### src/rtl/modn_cascade_counter.sv
// Cascaded modulo-N digit counter: single-cycle up/down steps across the whole chain, parallel load, carry/borrow.
// Defining MODN_CASCADE_CMP_EN adds the cmp_val input and the registered match pulse.
module modn_cascade_counter #(
  parameter int NUM_DIGITS = 4,
  parameter int DIGIT_W    = 4,
  parameter logic [NUM_DIGITS*DIGIT_W-1:0] DIGIT_MAX = 16'h5959
) (
  input  logic                          clk,
  input  logic                          reset,
  input  logic                          inc,
  input  logic                          dec,
  input  logic                          load,
  input  logic [NUM_DIGITS*DIGIT_W-1:0] load_val,
`ifdef MODN_CASCADE_CMP_EN
  input  logic [NUM_DIGITS*DIGIT_W-1:0] cmp_val,
  output logic                          match,
`endif
  output logic [NUM_DIGITS*DIGIT_W-1:0] q,
  output logic                          carry_out,
  output logic                          borrow_out,
  output logic [NUM_DIGITS-1:0]         digit_at_max
);

  localparam int W = NUM_DIGITS * DIGIT_W;

  logic [W-1:0]          count_q;
  logic [W-1:0]          count_d;
  logic [NUM_DIGITS-1:0] at_max_s;
  logic [NUM_DIGITS-1:0] at_zero_s;
  logic                  up_s;
  logic                  dn_s;

  // Per-digit max / zero flags of the current count
  always_comb begin
    at_max_s  = '0;
    at_zero_s = '0;
    for (int i = 0; i < NUM_DIGITS; i++) begin
      at_max_s[i]  = (count_q[i*DIGIT_W +: DIGIT_W] == DIGIT_MAX[i*DIGIT_W +: DIGIT_W]);
      at_zero_s[i] = (count_q[i*DIGIT_W +: DIGIT_W] == '0);
    end
  end

  // Qualified step requests: reset and load both suppress counting
  assign up_s = inc & ~dec & ~load & ~reset;
  assign dn_s = dec & ~inc & ~load & ~reset;

  assign carry_out    = up_s & (&at_max_s);
  assign borrow_out   = dn_s & (&at_zero_s);
  assign digit_at_max = at_max_s;
  assign q            = count_q;

  // Next count: a digit moves only when every lower digit is at its wrap point
  always_comb begin
    logic                up_run;
    logic                dn_run;
    logic [DIGIT_W-1:0]  cur;
    logic [DIGIT_W-1:0]  mx;
    logic [DIGIT_W-1:0]  lv;
    count_d = count_q;
    up_run  = 1'b1;
    dn_run  = 1'b1;
    for (int i = 0; i < NUM_DIGITS; i++) begin
      cur = count_q[i*DIGIT_W +: DIGIT_W];
      mx  = DIGIT_MAX[i*DIGIT_W +: DIGIT_W];
      lv  = load_val[i*DIGIT_W +: DIGIT_W];
      if (load) begin
        count_d[i*DIGIT_W +: DIGIT_W] = (lv <= mx) ? lv : '0;
      end else if (up_s && up_run) begin
        count_d[i*DIGIT_W +: DIGIT_W] = (cur == mx) ? '0 : cur + 1'b1;
      end else if (dn_s && dn_run) begin
        count_d[i*DIGIT_W +: DIGIT_W] = (cur == '0) ? mx : cur - 1'b1;
      end else begin
        count_d[i*DIGIT_W +: DIGIT_W] = cur;
      end
      up_run = up_run & at_max_s[i];
      dn_run = dn_run & at_zero_s[i];
    end
  end

  // Count register
  always_ff @(posedge clk) begin
    if (reset) begin
      count_q <= '0;
    end else begin
      count_q <= count_d;
    end
  end

`ifdef MODN_CASCADE_CMP_EN
  logic match_q;
  logic step_s;

  assign step_s = load | up_s | dn_s;
  assign match  = match_q;

  // Match fires only on the edge that moves q onto cmp_val, never while holding
  always_ff @(posedge clk) begin
    if (reset) begin
      match_q <= 1'b0;
    end else begin
      match_q <= step_s && (count_d == cmp_val);
    end
  end
`endif

endmodule

### config.mk
export PLATFORM = sky130hd
export DESIGN_NAME = modn_cascade_counter
export DESIGN_NICKNAME = d
export VERILOG_FILES = /design/src/rtl/modn_cascade_counter.sv
export SDC_FILE = /design/constraint.sdc
export NUM_CORES = 1
export LEC_CHECK = 0
export ABC_AREA = 0
export BUFFER_PORTS_ARGS = -buffer_cell sky130_fd_sc_hd__buf_2
export CORE_ASPECT_RATIO = 0.9
export CORE_MARGIN = 3
export CORE_UTILIZATION = 44
export CTS_CLUSTER_SIZE = 12
export DETAILED_ROUTE_END_ITERATION = 12
export MAX_ROUTING_LAYER = met4
export PLACE_DENSITY = 0.7
export SLEW_MARGIN = 20
export SYNTH_ARGS = -nofsm -noshare
export SYNTH_HDL_FRONTEND = slang
export SYNTH_SLANG_ARGS = --single-unit
### constraint.sdc
create_clock -name clk -period 3.2 [get_ports clk]
set_input_delay 0.16 -clock clk [delete_from_list [all_inputs] [get_ports clk]]
set_output_delay 0.16 -clock clk [all_outputs]
set_load 0.01 [all_outputs]
==> results of run 1 <==
==> power groups by stage <==
stage,registers (mW),logic [mW],clock network (mW)
6_report,0.246,0.144,0.188
5_1_grt,0.251,0.161,0.202
4_1_cts,0.246,0.144,0.194
3_5_place_dp,0.251,0.143,0
3_3_place_gp,0.250,0.143,0
2_1_floorplan,0.232,0.120,0
==> metal layers <==
metal | up-vias | part of all wire (%)
met1 | 700 | 49
met5 | - | 0
met4 | 0 | 0.51
met3 | 2 | 5.3
met2 | 39 | 45
li1 | 795 | -
==> cell families after synthesis <==
logic type / after synthesis / share of synthesized area [%]
simple gates: 75 / 30.2
xor+xnor: 9 / 5.44
buf+inv: 27 / 9.32
compound gates: 64 / 29.4
flops: 16 / 22.1
mux: 5 / 3.54
==> layout make-up <==
class / count / area share [%]
Multi-Input combinational cell: 153 / 59.6
Inverter: 8 / 1.80
Sequential cell: 16 / 19.2
Tap cell: 42 / 3.15
Clock buffer: 4 / 3.30
Timing Repair Buffer: 43 / 13.0
==> worst min path at each step <==
stage | start | to | slack, ns | cells after the start
after floorplan | load_val[13] | q[13] | 0.32 | 2
after global placement | load_val[8] | q[8] | 0.44 | 3
after detailed placement | load_val[8] | q[8] | 0.44 | 3
after CTS | load_val[8] | q[8] | 0.17 | 3
after global routing | load_val[8] | q[8] | 0.16 | 3
final | load_val[8] | q[8] | 0.17 | 3
==> stage by stage <==
step / area (µm²) / power, mW / hold slack [ns] / setup slack, ns
3_5_place_dp: 1620 / 0.394 / 0.442 / 1.19
6_report: 1670 / 0.578 / 0.173 / 1.05
4_1_cts: 1670 / 0.584 / 0.167 / 1.03
3_3_place_gp: 1620 / 0.393 / 0.439 / 1.21
2_1_floorplan: 1450 / 0.353 / 0.323 / 1.23
5_1_grt: 1670 / 0.614 / 0.164 / 0.807
==> critical path: stages, from the launching register on <==
cell      delay, ns
dfxtp_1        0.54
nor4bb_1       0.33
buf_4          0.21
nand4_2        0.25
nor4_1         0.24
buf_2          0.17
==> cell usage in the layout (no fill, tap or decap), types with 3 or more instances in the layout <==
cell type / count
nand4_1: 3
mux2i_1: 4
dfxtp_1: 16
clkbuf_8: 4
inv_1: 8
nor4_1: 5
nor2_1: 12
nor3_1: 7
nand3_1: 13
and3_1: 5
xnor2_1: 8
a311oi_1: 5
a221oi_1: 3
o21ai_0: 15
o31ai_1: 4
a21oi_1: 15
a211oi_1: 6
nand2_1: 15
buf_2: 42
==> metrics, run 1 <==
status finished, final reports clean; peak supply drop between 0.2 and 0.25 mV; Multi-input gate area around 990 µm²; max_slew headroom 56.2%; grt met3 use ~3.9%; Synth Warn # 0; met1 Resource Use GR between 20% and 30%; clock edge transition at the registers on the reported setup and hold paths approximately 0.07 ns; RSZ-0062 raised after global routing no; Synth Instances 196; number of diodes 0; worst r2r src q[0]; Seq/Total Area, Yosys about 22%; Leak Pwr 0.677 nW; Die X ~67 µm; Synth area leaders dfxtp_1 22%, a21oi_1 5.2%, o21ai_0 5.2%; pin count of the biggest net entering global routing 21; Hold-fix buffers, CTS 0; Max Slew Vio Count 0; PwrDens 346 mW/mm²; Critical Path Start Type flop; clock network power share 32.5%; Filler Cells Inserted between 300 and 400; Final Hold Viols 0; maxcap violations 0; Setup crit end carry_out; Int Power about 0.39 mW; GP Congestion approximately 0.85; combinational share of power about a quarter; initial antenna violation count 0; Die ar. between 0.004 and 0.005 mm²; global-route wire length before repair roughly 6300 µm; vias per cell between 5 and 6; CTS Buffer Depth 2; FF+latch area roughly 320 µm²; post-CTS sizing 0; number of synthesized flops with an enable pin 0; syn_area_per_cell 7.40 µm²; crit-path max FO 10; CP Capture Type output port; Net Sw Frac between 30% and 40%; max reg flops 16; area leader, netlist dfxtp_1; Post-Syn Area 0.00145 mm²; Port Buffers between 40 and 50; CP required 3.04 ns; CTS root buf clkbuf_8; Worst Tran Pin Value around 0.65 ns; Post-DP HPWL between 2000 and 3000 µm; Routed Antenna Nets 0; setup_tns 0 ns; Overflow after GRT 0; P_sw 0.189 mW; Primary FF master, synth dfxtp_1; fin cells about 270; Iter 0 DRT Violations 102; Final Net Count 246; Synth top area share 22.1%; crit path DAT approximately 2.0 ns; Worst-Skew Late Latency 0.25 ns; standard-cell rows 19; GR peak layer met2; clk_skew between 0.001 and 0.0015 ns; I/O Pins 43; depth of the CTS H-tree 1; post-synth cell types 50; Starting Density a little under half; placed cells roughly 260; period utilization 67.2%; clk sinks 16; P&R area growth vs syn 15.2%; met2 usage approximately a third; FF-to-FF path depth 6; Finished Core Util between 50% and 60%; worst setup path class flop to output port; post-CTS setup buffers 0; vias approximately 1500; crit path from q[0]; Flop pwr share 42.6%; DRT Pass-1 Iters 4; setup violators final 0; Seq cells post-synth 16; Post-synth ARST share 0%; most frequent cells after synthesis 16 x dfxtp_1, 15 x a21oi_1, 15 x nand2_1, 15 x o21ai_0, 13 x nand3_1; Die H 60.5 µm; worst reg2reg setup slack around 1.2 ns; hold crit path type primary input to flop; Residual DRC 0; Avg WL per Cell 13.9 µm; Core Area around 0.0031 mm²; Tot GR Track Use 20.2%; TritonCTS Buffers 3; DRT Wirelength 3700 µm; number of global-route vias before repair between 1000 and 1500; R2R Path End q[13]; Max Fclk about 470 MHz; layout cell share with drive strength beyond 1 24.1%; Post-Syn Nets 217; CTS tree built; most numerous cell in the Yosys netlist dfxtp_1; fin crit period 2.15 ns
(Power assumes the default switching activity.)
==> run 2, diff against run 1 <==
==> constraint.sdc (replaced) <==
create_clock -name clk -period 2.2 [get_ports clk]
set_input_delay 0.11 -clock clk [delete_from_list [all_inputs] [get_ports clk]]
set_output_delay 0.11 -clock clk [all_outputs]
set_load 0.01 [all_outputs]
==> metrics, run 2 (synthesis results as in run 1) <==
sequence of cells on the critical path and4bb_1 -> and3_1 -> or4_1 -> a221o_1 -> a31oi_1 (was nor4bb_1 -> buf_4 -> nand4_2 -> nor4_1 -> buf_2); max_slew headroom 52.8% (was 56.2%); crit path DAT 2.24 ns (was 1.99 ns); Post-DP HPWL 2790 µm (was 2670 µm); number of diodes 0 (unchanged); crit path from q[5] (was q[0]); GP Congestion 0.879 (was 0.853); Routed Antenna Nets 0 (unchanged); max reg flops 16 (unchanged); clk sinks 16 (unchanged); Critical Path Start Type flop (unchanged); routed wl met2 1720 µm (was 1680 µm); hold crit path type primary input to flop (unchanged); max layer used met4 (unchanged); M1 WL 1850 µm (was 1810 µm); WL met3 202 µm (was 196 µm); Max Fclk 486 MHz; Core Area 0.00311 mm² (unchanged); Final Net Count 252 (was 246); period utilization 93.5%; PwrDens 500 mW/mm² (was 346 mW/mm²); vias 1584 (was 1536); layout cell share with drive strength beyond 1 26.5% (was 24.1%); Port Buffers 42 (unchanged); worst setup slack after layout 0.143 ns (was 1.05 ns); CTS tree built (unchanged); maxcap violations 0 (unchanged); worst r2r src q[5] (was q[0]); DP Area 0.00166 mm² (was 0.00162 mm²); fin crit period 2.06 ns; setup violators final 0 (unchanged); Overflow after GRT 0 (unchanged); Finished Core Util 55.3% (was 53.6%); depth of the CTS H-tree 1 (unchanged); clk_skew 0.00109 ns (about the same); Avg WL per Cell 13.9 µm (about the same); Die X 66.5 µm (unchanged); Filler Cells Inserted 309 (was 324); Worst Tran Pin Value 0.703 ns (was 0.653 ns); Tot GR Track Use 19.8% (was 20.2%); P&R area growth vs syn 18.7% (was 15.2%); vias per cell 5.82 (was 5.77); Worst-Skew Late Latency 0.26 ns (was 0.25 ns); Buf+Inv Stages, Crit Path 0 (was 2); standard-cell rows 19 (unchanged); total power 0.862 mW (was 0.578 mW); TritonCTS Buffers 3 (unchanged); slowest stage delay, CP 0.50 ns (was 0.54 ns); setup_tns 0 ns (unchanged); Iter 0 DRT Violations 60 (was 102); Worst Hold Launch load_val[8] (unchanged); number of global-route vias before repair 1313 (was 1353); global-route wire length before repair 6070 µm (was 6260 µm); status finished, final reports clean (unchanged); DRT Wirelength 3780 µm (was 3700 µm); Final Hold Viols 0 (unchanged); DRT Pass-1 Iters 4 (unchanged); CP Capture Type flop (was output port); I/O Pins 43 (unchanged); pin count of the biggest net entering global routing 21 (unchanged); CP max-delay cell dfxtp_1 (unchanged); Max Slew Vio Count 0 (unchanged); cell area after layout 0.00172 mm² (was 0.00167 mm²); RSZ-0062 raised after global routing no (unchanged); peak supply drop 0.249 mV (was 0.205 mV); dpl ws 0.199 ns (was 1.19 ns); Leak Pwr 0.709 nW (was 0.677 nW); Die H 60.5 µm (unchanged); CP required 2.38 ns (was 3.04 ns); Die ar. 0.00402 mm² (unchanged); most frequent cells in the layout 42 x buf_2, 16 x dfxtp_1, 15 x nand2_1, 15 x a21oi_1, 15 x o21ai_0 (unchanged); post-CTS setup buffers 0 (unchanged); most common cell after layout, fill and taps aside buf_2 (unchanged); clock edge transition at the registers on the reported setup and hold paths 0.07 ns (about the same); CTS root buf clkbuf_8 (unchanged); crit-path max FO 10 (unchanged); Residual DRC 0 (unchanged); worst setup path class flop to flop (was flop to output port); Hold-fix buffers, CTS 0 (unchanged); CTS Buffer Depth 2 (unchanged); CP top delay family simple AND/OR/NAND/NOR gates (unchanged); Starting Density 46.6% (unchanged); initial antenna violation count 0 (unchanged); post-CTS sizing 0 (unchanged)
## run 2: final cells by class
class	count	area, µm²	area share [%]
well taps	42	52.6	3.05
repair buffers	49	263	15.3
clock buffers	4	55.1	3.20
inverters	8	30.0	1.74
multi-input cells	153	1000	58.1
flip-flops and latches	16	320	18.6
## run 2: tightest hold or removal path: cells and delay by family
kind	cells	cell delay, ns
buffers and inverters	1	0.10
and+or+nand+nor	1	0.07
AOI/OAI and AO/OA	1	0.05
## run 2: layer usage
metal / vias up / track usage, %
li1: 813 / -
met1: 728 / 27.0
met2: 41 / 31.1
met3: 2 / 3.89
met4: 0 / 3.19
met5: - / -
## run 2: power by group
group | switching, mW | internal (mW) | total, mW
combinational | 0.127 | 0.112 | 0.240
sequential | 0.0380 | 0.309 | 0.347
clock | 0.116 | 0.159 | 0.276
## run 2: final timing paths
check / endpoint / slack [ns] / cells past startpoint
min: q[8] / 0.12 / 3
min reg2reg: q[7] / 0.58 / 1
max reg2reg: q[10] / 0.14 / 5
max: q[10] / 0.14 / 5
## run 2: through the flow
step / std cells / hold slack (ns)
6_report: 272 / 0.121
5_1_grt: 272 / 0.139
4_1_cts: 272 / 0.122
3_5_place_dp: 268 / 0.392
3_3_place_gp: 268 / 0.395
2_1_floorplan: 196 / 0.273
==> run 3, diff against run 2 <==
--- a/config.mk
+++ b/config.mk
@@ -5,7 +5,7 @@
 export SDC_FILE = /design/constraint.sdc
 export NUM_CORES = 1
 export LEC_CHECK = 0
-export ABC_AREA = 0
+export ABC_AREA = 1
 export BUFFER_PORTS_ARGS = -buffer_cell sky130_fd_sc_hd__buf_2
 export CORE_ASPECT_RATIO = 0.9
 export CORE_MARGIN = 3
@@ -13,7 +13,7 @@
 export CTS_CLUSTER_SIZE = 12
 export DETAILED_ROUTE_END_ITERATION = 12
 export MAX_ROUTING_LAYER = met4
-export PLACE_DENSITY = 0.7
+export PLACE_DENSITY = 0.68
 export SLEW_MARGIN = 20
 export SYNTH_ARGS = -nofsm -noshare
 export SYNTH_HDL_FRONTEND = slang
==> metrics, run 3 <==
Residual DRC 0 (unchanged); Final Hold Viols 0 (unchanged); I/O Pins 43 (unchanged); sequence of cells on the critical path inv_2 -> nor2_2 -> nand2_2 -> nor2_8 -> nand3_4 -> nor2_1 -> buf_2 (was and4bb_1 -> and3_1 -> or4_1 -> a221o_1 -> a31oi_1); worst reg2reg setup slack 0.70 ns (was 0.14 ns); post-CTS sizing 0 (unchanged); syn_area_per_cell 6.00 µm² (was 7.40 µm²); hold path cells 2 (was 3); standard-cell rows 20 (was 19); Synth area leaders dfxtp_1 19%, nand2_1 15%, nor2_1 9.7% (was dfxtp_1 22%, a21oi_1 5.2%, o21ai_0 5.2%); Die ar. 0.00464 mm² (was 0.00402 mm²); clock edge transition at the registers on the reported setup and hold paths 0.07 ns (about the same); CTS Buffer Depth 2 (unchanged); Final Net Count 346 (was 252); layout cell share with drive strength beyond 1 27.8% (was 26.5%); dpl ws 0.578 ns (was 0.199 ns); maxcap violations 0 (unchanged); Post-DP HPWL 3270 µm (was 2790 µm); PwrDens 478 mW/mm² (was 500 mW/mm²); most common cell after layout, fill and taps aside nand2_1 (was buf_2); CTS tree built (unchanged); Port Buffers 42 (unchanged); max reg flops 16 (unchanged); post-CTS setup buffers 0 (unchanged); post-synth cell types 32 (was 50); Starting Density 48.1% (was 46.6%); Leak Pwr 1.09 nW (was 0.709 nW); number of diodes 0 (unchanged); Core Area 0.00353 mm² (was 0.00311 mm²); most frequent cells after synthesis 66 x nand2_1, 44 x nor2_1, 29 x inv_1 (was 16 x dfxtp_1, 15 x a21oi_1, 15 x nand2_1, 15 x o21ai_0, 13 x nand3_1); Synth Warn # 0 (unchanged); most frequent cells in the layout 66 x nand2_1, 44 x nor2_1, 42 x buf_2, 29 x inv_1, 25 x nand3_1 (was 42 x buf_2, 16 x dfxtp_1, 15 x nand2_1, 15 x a21oi_1, 15 x o21ai_0); CP required 2.09 ns (was 2.38 ns); crit-path max FO 7 (was 10); setup violators final 0 (unchanged); Primary FF master, synth dfxtp_1 (unchanged); RSZ-0062 raised after global routing no (unchanged); most numerous cell in the Yosys netlist nand2_1 (was dfxtp_1); Hold EP q[7] (was q[8]); status finished, final reports clean (unchanged); crit path DAT 1.58 ns (was 2.24 ns); Tot GR Track Use 19.6% (was 19.8%); setup_tns 0 ns (unchanged); vias 1867 (was 1584); DRT Pass-1 Iters 4 (unchanged); Filler Cells Inserted 370 (was 309); CP max-delay cell dfxtp_1 (unchanged); number of global-route vias before repair 1672 (was 1313); global-route wire length before repair 7260 µm (was 6070 µm); clk_skew 0.00585 ns (was 0.00109 ns); CP Capture Type output port (was flop); Routed Antenna Nets 0 (unchanged); Overflow after GRT 0 (unchanged); fin crit period 1.69 ns (was 2.06 ns); vias per cell 5.07 (was 5.82); Die H 64.9 µm (was 60.5 µm); GP Congestion 0.803 (was 0.879); Avg WL per Cell 11.4 µm (was 13.9 µm); number of synthesized flops with an enable pin 0 (unchanged); R2R Path End q[13] (was q[10]); CTS root buf clkbuf_8 (unchanged); Worst-Skew Late Latency 0.26 ns (about the same); slowest stage delay, CP 0.49 ns (was 0.50 ns); hold crit path type primary input to flop (unchanged); max_slew headroom 74.2% (was 52.8%); DRT Wirelength 4190 µm (was 3780 µm); worst setup path class flop to output port (was flop to flop); clk sinks 16 (unchanged); Post-synth ARST share 0% (unchanged); worst setup slack after layout 0.513 ns (was 0.143 ns); initial antenna violation count 0 (unchanged); Max Fclk 593 MHz (was 486 MHz); pin count of the biggest net entering global routing 23 (was 21); Iter 0 DRT Violations 132 (was 60); period utilization 76.7% (was 93.5%); P&R area growth vs syn 16.7% (was 18.7%); Max Slew Vio Count 0 (unchanged); Worst Hold Launch reset (was load_val[8]); FF-to-FF path depth 9 (was 5); TritonCTS Buffers 3 (unchanged); Hold-fix buffers, CTS 0 (unchanged); worst r2r src q[0] (was q[5]); Critical Path Start Type flop (unchanged); Die X 71.5 µm (was 66.5 µm); Synth Instances 283 (was 196); Worst Tran Pin Value 0.388 ns (was 0.703 ns); Seq/Total Area, Yosys 18.9% (was 22.1%); depth of the CTS H-tree 1 (unchanged); peak supply drop 0.477 mV (was 0.249 mV); Post-Syn Nets 304 (was 217); Synth top area share 18.9% (was 22.1%); area leader, netlist dfxtp_1 (unchanged); Seq cells post-synth 16 (unchanged); Post-Syn Area 0.00170 mm² (was 0.00145 mm²)
[run 3: logic make-up after synthesis]
group,Yosys count,synth area share (%)
AOI/OAI and AO/OA,47,15.3
DFF,16,18.9
and+or+nand+nor,177,55.2
buffers and inverters,43,10.7
[run 3: report_power, final]
group          total (mW)  leakage (nW)  internal, mW  switching (mW)
Clock               0.275        0.0288         0.159           0.115
Combinational       0.322         0.930         0.119           0.204
Sequential          0.351         0.132         0.312          0.0387
Total               0.947          1.09         0.590           0.358
[run 3: through the flow]
step	util [%]	hold WS, ns	area [µm²]	instances	total power [mW]
after floorplan	-	0.179	1700	283	0.592
after global placement	54.6	0.338	1930	364	0.677
after detailed placement	54.6	0.340	1930	364	0.678
after CTS	56.2	0.0657	1980	368	0.953
after global routing	56.2	0.0779	1980	368	1.02
final	56.2	0.0696	1980	368	0.947
[run 3: cell type report]
class	instances	area (µm²)	area share [%]
clock buffer	4	55.1	2.78
tap	44	55.1	2.78
inverter	38	145	7.32
multi-input combinational	224	1200	60.4
sequential	16	320	16.2
timing repair buffer	42	210	10.6
[run 3: critical path, delay by kind of cell, from the launching register on]
family        cells  cell delay [ns]
simple gates      5             0.62
flops             1             0.49
buf+inv           2             0.20
[run 3: worst max-delay path by stage]
| stage | start | endpoint | slack [ns] | depth (start not counted) |
|---|---|---|---|---|
| 2_1_floorplan | q[3] | q[13] | 0.85 | 9 |
| 3_3_place_gp | load | q[3] | 0.61 | 8 |
| 3_5_place_dp | load | q[13] | 0.58 | 9 |
| 4_1_cts | q[0] | carry_out | 0.53 | 7 |
| 5_1_grt | q[0] | carry_out | 0.36 | 7 |
| 6_report | q[0] | carry_out | 0.51 | 7 |
[run 3: metal layers]
layer | GRT usage (%) | wire, µm | vias to the layer above
li1 | - | - | 1002
met1 | 25.3 | 2050 | 824
met2 | 32.3 | 1950 | 36
met3 | 3.88 | 167 | 5
met4 | 2.82 | 20 | 0
met5 | - | 0 | -
